### src/rtl/data_bus_pkg.sv
// Shared types and default memory map for the core-to-slave data bus router.
// Slice i of the packed region tables belongs to slave i; slave 0 is disabled by default.
package data_bus_pkg;

    typedef enum logic [1:0] {
        ST_IDLE = 2'd0,
        ST_BUSY = 2'd1,
        ST_ERR  = 2'd2
    } state_t;

    localparam logic [31:0] DRAM_BASE  = 32'h8000_0000;
    localparam logic [31:0] DRAM_MASK  = 32'hC000_0000;
    localparam logic [31:0] DEV_BASE   = 32'hC000_0000;
    localparam logic [31:0] DEV_MASK   = 32'hF000_0000;
    localparam logic [31:0] CLINT_BASE = 32'hF000_0000;
    localparam logic [31:0] CLINT_MASK = 32'hF000_0000;

    localparam logic [127:0] DEFAULT_REGION_BASE = {CLINT_BASE, DEV_BASE, DRAM_BASE, 32'h0000_0000};
    localparam logic [127:0] DEFAULT_REGION_MASK = {CLINT_MASK, DEV_MASK, DRAM_MASK, 32'h0000_0000};

endpackage

### src/rtl/bus_region_decode.sv
// Combinational address decoder: per-region hit vector plus the index of the
// lowest-numbered hitting region. Regions with an all-zero mask never hit.
module bus_region_decode
    import data_bus_pkg::*;
#(
    parameter int ADDR_WIDTH = 32,
    parameter int NUM_SLAVES = 4,
    parameter int IDX_WIDTH  = (NUM_SLAVES > 1) ? $clog2(NUM_SLAVES) : 1,
    parameter logic [NUM_SLAVES*ADDR_WIDTH-1:0] REGION_BASE = DEFAULT_REGION_BASE,
    parameter logic [NUM_SLAVES*ADDR_WIDTH-1:0] REGION_MASK = DEFAULT_REGION_MASK
) (
    input  logic [ADDR_WIDTH-1:0] addr,
    output logic [NUM_SLAVES-1:0] hit,
    output logic [IDX_WIDTH-1:0]  hit_idx
);

    always_comb begin
        hit     = '0;
        hit_idx = '0;
        // Walk downward so the lowest matching index is the last one written.
        for (int i = NUM_SLAVES - 1; i >= 0; i--) begin
            if ((REGION_MASK[i*ADDR_WIDTH +: ADDR_WIDTH] != '0) &&
                ((addr & REGION_MASK[i*ADDR_WIDTH +: ADDR_WIDTH]) ==
                 (REGION_BASE[i*ADDR_WIDTH +: ADDR_WIDTH] & REGION_MASK[i*ADDR_WIDTH +: ADDR_WIDTH]))) begin
                hit[i]  = 1'b1;
                hit_idx = IDX_WIDTH'(i);
            end
        end
    end

endmodule

### src/rtl/data_bus_router.sv
// Routes single outstanding core requests to one of NUM_SLAVES slaves by address,
// with decode-miss and timeout error responses.
module data_bus_router
    import data_bus_pkg::*;
#(
    parameter int ADDR_WIDTH     = 32,
    parameter int DATA_WIDTH     = 32,
    parameter int NUM_SLAVES     = 4,
    parameter logic [NUM_SLAVES*ADDR_WIDTH-1:0] REGION_BASE = DEFAULT_REGION_BASE,
    parameter logic [NUM_SLAVES*ADDR_WIDTH-1:0] REGION_MASK = DEFAULT_REGION_MASK,
    parameter int TIMEOUT_CYCLES = 1024
) (
    input  logic                           clk,
    input  logic                           rst,
    input  logic                           p_strobe,
    input  logic [ADDR_WIDTH-1:0]          p_addr,
    input  logic                           p_rw,
    input  logic [DATA_WIDTH/8-1:0]        p_byte_enable,
    input  logic [DATA_WIDTH-1:0]          p_wdata,
    output logic [DATA_WIDTH-1:0]          p_rdata,
    output logic                           p_ready,
    output logic                           p_error,
    output logic [NUM_SLAVES-1:0]          s_strobe,
    output logic [ADDR_WIDTH-1:0]          s_addr,
    output logic                           s_rw,
    output logic [DATA_WIDTH/8-1:0]        s_byte_enable,
    output logic [DATA_WIDTH-1:0]          s_wdata,
    input  logic [NUM_SLAVES*DATA_WIDTH-1:0] s_rdata,
    input  logic [NUM_SLAVES-1:0]          s_ready,
    output state_t                         dbg_state
);

    localparam int IDX_WIDTH = (NUM_SLAVES > 1) ? $clog2(NUM_SLAVES) : 1;
    localparam int CNT_WIDTH = $clog2(TIMEOUT_CYCLES + 1);
    localparam logic [CNT_WIDTH-1:0] CNT_LIMIT = CNT_WIDTH'(TIMEOUT_CYCLES);

    state_t                 state;
    logic [IDX_WIDTH-1:0]   sel;
    logic [CNT_WIDTH-1:0]   busy_cnt;
    logic [NUM_SLAVES-1:0]  hit;
    logic [IDX_WIDTH-1:0]   hit_idx;
    logic                   any_hit;
    logic                   sel_ready;
    logic [DATA_WIDTH-1:0]  sel_rdata;
    logic                   timed_out;

    bus_region_decode #(
        .ADDR_WIDTH  (ADDR_WIDTH),
        .NUM_SLAVES  (NUM_SLAVES),
        .IDX_WIDTH   (IDX_WIDTH),
        .REGION_BASE (REGION_BASE),
        .REGION_MASK (REGION_MASK)
    ) u_decode (
        .addr    (p_addr),
        .hit     (hit),
        .hit_idx (hit_idx)
    );

    assign any_hit   = |hit;
    assign sel_ready = s_ready[sel];
    assign sel_rdata = s_rdata[sel*DATA_WIDTH +: DATA_WIDTH];
    // busy_cnt is 1 in the first BUSY cycle, so it equals the BUSY cycle number.
    assign timed_out = (state == ST_BUSY) && !sel_ready && (busy_cnt == CNT_LIMIT);
    assign dbg_state = state;

    always_comb begin
        p_ready = 1'b0;
        p_error = 1'b0;
        p_rdata = '0;
        case (state)
            ST_BUSY: begin
                if (sel_ready) begin
                    p_ready = 1'b1;
                    p_rdata = sel_rdata;
                end else if (timed_out) begin
                    p_ready = 1'b1;
                    p_error = 1'b1;
                end
            end
            ST_ERR: begin
                p_ready = 1'b1;
                p_error = 1'b1;
            end
            default: ;
        endcase
    end

    always_ff @(posedge clk) begin
        if (rst) begin
            state         <= ST_IDLE;
            sel           <= '0;
            busy_cnt      <= '0;
            s_strobe      <= '0;
            s_addr        <= '0;
            s_rw          <= 1'b0;
            s_byte_enable <= '0;
            s_wdata       <= '0;
        end else begin
            s_strobe <= '0;
            case (state)
                ST_IDLE: begin
                    if (p_strobe) begin
                        if (any_hit) begin
                            sel           <= hit_idx;
                            s_addr        <= p_addr;
                            s_rw          <= p_rw;
                            s_byte_enable <= p_byte_enable;
                            s_wdata       <= p_wdata;
                            s_strobe      <= NUM_SLAVES'(1) << hit_idx;
                            busy_cnt      <= CNT_WIDTH'(1);
                            state         <= ST_BUSY;
                        end else begin
                            state <= ST_ERR;
                        end
                    end
                end
                ST_BUSY: begin
                    if (sel_ready || timed_out) begin
                        state <= ST_IDLE;
                    end else begin
                        busy_cnt <= busy_cnt + CNT_WIDTH'(1);
                    end
                end
                ST_ERR: begin
                    state <= ST_IDLE;
                end
                default: begin
                    state <= ST_IDLE;
                end
            endcase
        end
    end

endmodule

### config.mk
export PLATFORM = sky130hd
export DESIGN_NAME = data_bus_router
export DESIGN_NICKNAME = d
export VERILOG_FILES = /design/src/rtl/data_bus_pkg.sv /design/src/rtl/bus_region_decode.sv /design/src/rtl/data_bus_router.sv
export SDC_FILE = /design/constraint.sdc
export NUM_CORES = 1
export LEC_CHECK = 0
export ABC_AREA = 1
export BUFFER_PORTS_ARGS = -buffer_cell sky130_fd_sc_hd__buf_2
export CAP_MARGIN = 20
export CORE_AREA = 2 2 121 123
export DETAILED_ROUTE_END_ITERATION = 10
export DIE_AREA = 0 0 123 125
export MAX_ROUTING_LAYER = met4
export PLACE_DENSITY = 0.66
export SETUP_SLACK_MARGIN = 0.05
export SLEW_MARGIN = 20
export SYNTH_ARGS = -nofsm -noshare
export SYNTH_HDL_FRONTEND = slang
export SYNTH_SLANG_ARGS = --single-unit
export TNS_END_PERCENT = 20
### constraint.sdc
create_clock -name clk -period 3.9 [get_ports clk]
set_input_delay 0.78 -clock clk [delete_from_list [all_inputs] [get_ports clk]]
set_output_delay 0.78 -clock clk [all_outputs]
set_load 0.05 [all_outputs]
==> impl_metrics.json <==
{
  "start_util_pct": 32.4,
  "drtIter0Drc": 324,
  "swShare_pct": 36.3,
  "die-area_um2": 15400,
  "final_cell_mix": "buf_2 (312), nor2_1 (297), o21ai_0 (138), dfxtp_1 (87), nand2_1 (54)",
  "maxCapViolCount": 0,
  "power_density_nw_per_um2": 398,
  "criticalPathCategory": "flip-flop to output port",
  "period_share_pct": 80.9,
  "die_y_um": 125,
  "ant_nets": 0,
  "cp-end-kind": "output port",
  "grt_pass1_vias": 5187,
  "antenna_found_initial": 4,
  "clock-sinks": 88,
  "rr_endpoint": "busy_cnt[0]$_SDFFE_PP0P_",
  "fin_skew_ns": 0.00466,
  "drive_above_1_share_pct": 34.2,
  "portBuffers": 312,
  "drt-wirelength-per-cell_um": 13.7,
  "cts_max_level": 3,
  "rsz0062_at_grt": "no",
  "root_buffer": "clkbuf_16",
  "worst-r2r-setup-slack_ns": 1.81,
  "vias_per_cell": 4.73,
  "startpoint": "sel[1]$_SDFFE_PP0P_",
  "core_region_area_um2": 14200,
  "peakVddDrop_mv": 0.322,
  "p_int_mw": 1.66,
  "post-cts-setup-buffer-count": 0,
  "crit_fanout": 34,
  "drc": 0,
  "syn_avg_cell_area_um2": 6.27,
  "ys_ff_latch": 88,
  "cts.path.max_buffers": 2,
  "ios": 313,
  "crit_end": "p_rdata[9]",
  "final_cells": 1206,
  "dr.pass1.iters": 5,
  "r2r_cells": 10,
  "worstReg2RegStart": "sel[1]$_SDFFE_PP0P_",
  "cts_resized": 0,
  "synth_cell_types": 27,
  "finalSetupViolations": 0,
  "dieWidth_um": 123,
  "drv_slew": 0,
  "worst_pin_slew_ns": 0.755,
  "syn_area_um2": 4600,
  "p_leak_nw": 3.46,
  "cp-start-kind": "flip-flop",
  "arrival_ns": 2.38,
  "grt_overflow": 0,
  "grtUsageTotal_pct": 21.0,
  "yosysSeqAreaShare_pct": 38.3,
  "grt_max_degree": 74,
  "final.setup.tns_ns": 0,
  "dr_total_vias": 5699,
  "layout_commonest_cell": "buf_2",
  "p_sw_mw": 0.946,
  "finalHoldViolCount": 0,
  "routed_wl_um": 16500,
  "ys_warn_count": 0,
  "hpwlAfterDp_um": 12200,
  "ctsHoldBuffers": 0,
  "synth_fp_nets": 942,
  "synthCells": 733,
  "clk_pin_slew_ns": 0.06,
  "pwr-share-seq_pct": 39.2,
  "relSlewSlack_pct": 49.7,
  "min_period_ns": 3.16,
  "grt_first_pass_wirelength_um": 25100,
  "max_freq_ghz": 0.317,
  "clkLatencyLatePin_ns": 0.33,
  "rows": 44,
  "status": "finished clean",
  "required_ns": 3.12,
  "cts_tree": "done",
  "numCtsBuffers": 9,
  "hp-class": "flip-flop to flip-flop",
  "clkPwrFrac_pct": 31.7,
  "place_congestion": 0.865,
  "area_growth_pct": 42.1,
  "dp.cells": 1188,
  "nets": 1224,
  "power_frac_comb_pct": 29.1
}
-- worst max-delay path, stage by stage, from the launching register on --
cell	delay, ns
dfxtp_1	0.31
buf_4	0.33
inv_2	0.34
nand3_1	0.23
nand3_1	0.09
buf_4	0.25
a21oi_1	0.18
buf_2	0.28
-- Yosys cell counts, drive strengths merged --
cell type	count	area, µm²
clkbuf	23	86.3
xnor2	1	8.76
nand4	1	6.26
inv	24	90.1
dfxtp	88	1760
or2	1	6.26
o21ai	138	691
o31ai	1	7.51
nor3	2	10.0
conb	1	3.75
xor2	1	8.76
nor2	299	1130
nand3b	2	15.0
buf	26	146
nand3	19	108
ha	5	62.6
a21oi	41	205
nand2	58	238
o21a	2	15.0
-- stage by stage --
stage | hold slack (ns) | setup slack [ns] | total power [mW] | area, µm² | util [%]
CTS | 0.488 | 0.754 | 2.62 | 6530 | 45.9
floorplan | 0.476 | 0.917 | 1.56 | 4600 | -
detailed placement | 0.474 | 1.11 | 1.80 | 6230 | 43.9
global placement | 0.458 | 1.19 | 1.79 | 6230 | 43.9
global route | 0.525 | 0.550 | 2.74 | 6530 | 46.0
finish | 0.482 | 0.743 | 2.60 | 6530 | 46.0
-- power groups by stage --
stage	clock [mW]	combinational, mW	sequential, mW
finish	0.824	0.758	1.02
global route	0.884	0.831	1.03
CTS	0.843	0.761	1.02
detailed placement	0	0.758	1.04
global placement	0	0.752	1.04
floorplan	0	0.316	1.24
-- state kept, by name, summed over array words and instances, names as in the netlist --
signal         count
dbg_state          2
s_addr            32
s_wdata           32
busy_cnt          11
sel                2
s_strobe           4
s_rw               1
s_byte_enable      4
-- area by class of cell --
| type | count | area, µm² |
|---|---|---|
| fillers | 1489 | 7670 |
| multi-input cells | 572 | 2520 |
| flip-flops and latches | 88 | 1760 |
| repair buffers | 320 | 1630 |
| clock buffers | 10 | 239 |
| well taps | 184 | 230 |
| inverters | 24 | 90.1 |
| clock inverters | 6 | 51.3 |
| diodes | 2 | 5.00 |
-- metal layers --
metal  up-vias  part of all wire (%)  wire [µm]  track usage (%)
met5         -                     0          0                -
met4         0                   1.7        286             6.55
met3        19                   9.3       1530             4.24
met2       270                    48       7920             35.2
met1      2494                    41       6760             25.0
li1       2916                     -          -                -
-- worst min-delay path by stage --
stage / start / to / cells after the start
3_5_place_dp: s_addr[30]$_SDFFE_PP0P_ / s_addr[30]$_SDFFE_PP0P_ / 2
3_3_place_gp: s_addr[31]$_SDFFE_PP0P_ / s_addr[31]$_SDFFE_PP0P_ / 2
6_report: s_addr[30]$_SDFFE_PP0P_ / s_addr[30]$_SDFFE_PP0P_ / 2
4_1_cts: s_addr[30]$_SDFFE_PP0P_ / s_addr[30]$_SDFFE_PP0P_ / 2
5_1_grt: s_wdata[29]$_SDFFE_PP0P_ / s_wdata[29]$_SDFFE_PP0P_ / 2
2_1_floorplan: busy_cnt[8]$_SDFFE_PP0P_ / busy_cnt[8]$_SDFFE_PP0P_ / 2
-- kinds of logic after synthesis --
group | share of synthesized area, %
AND/OR/NAND/NOR | 32.9
adder cells (fa/ha/maj) | 1.36
AO/OA/AOI/OAI | 20.0
other | 0.0816
flip-flops | 38.3
buffers and inverters | 7.02
XOR/XNOR | 0.381
No activity file was read; power rests on OpenSTA's default activity.
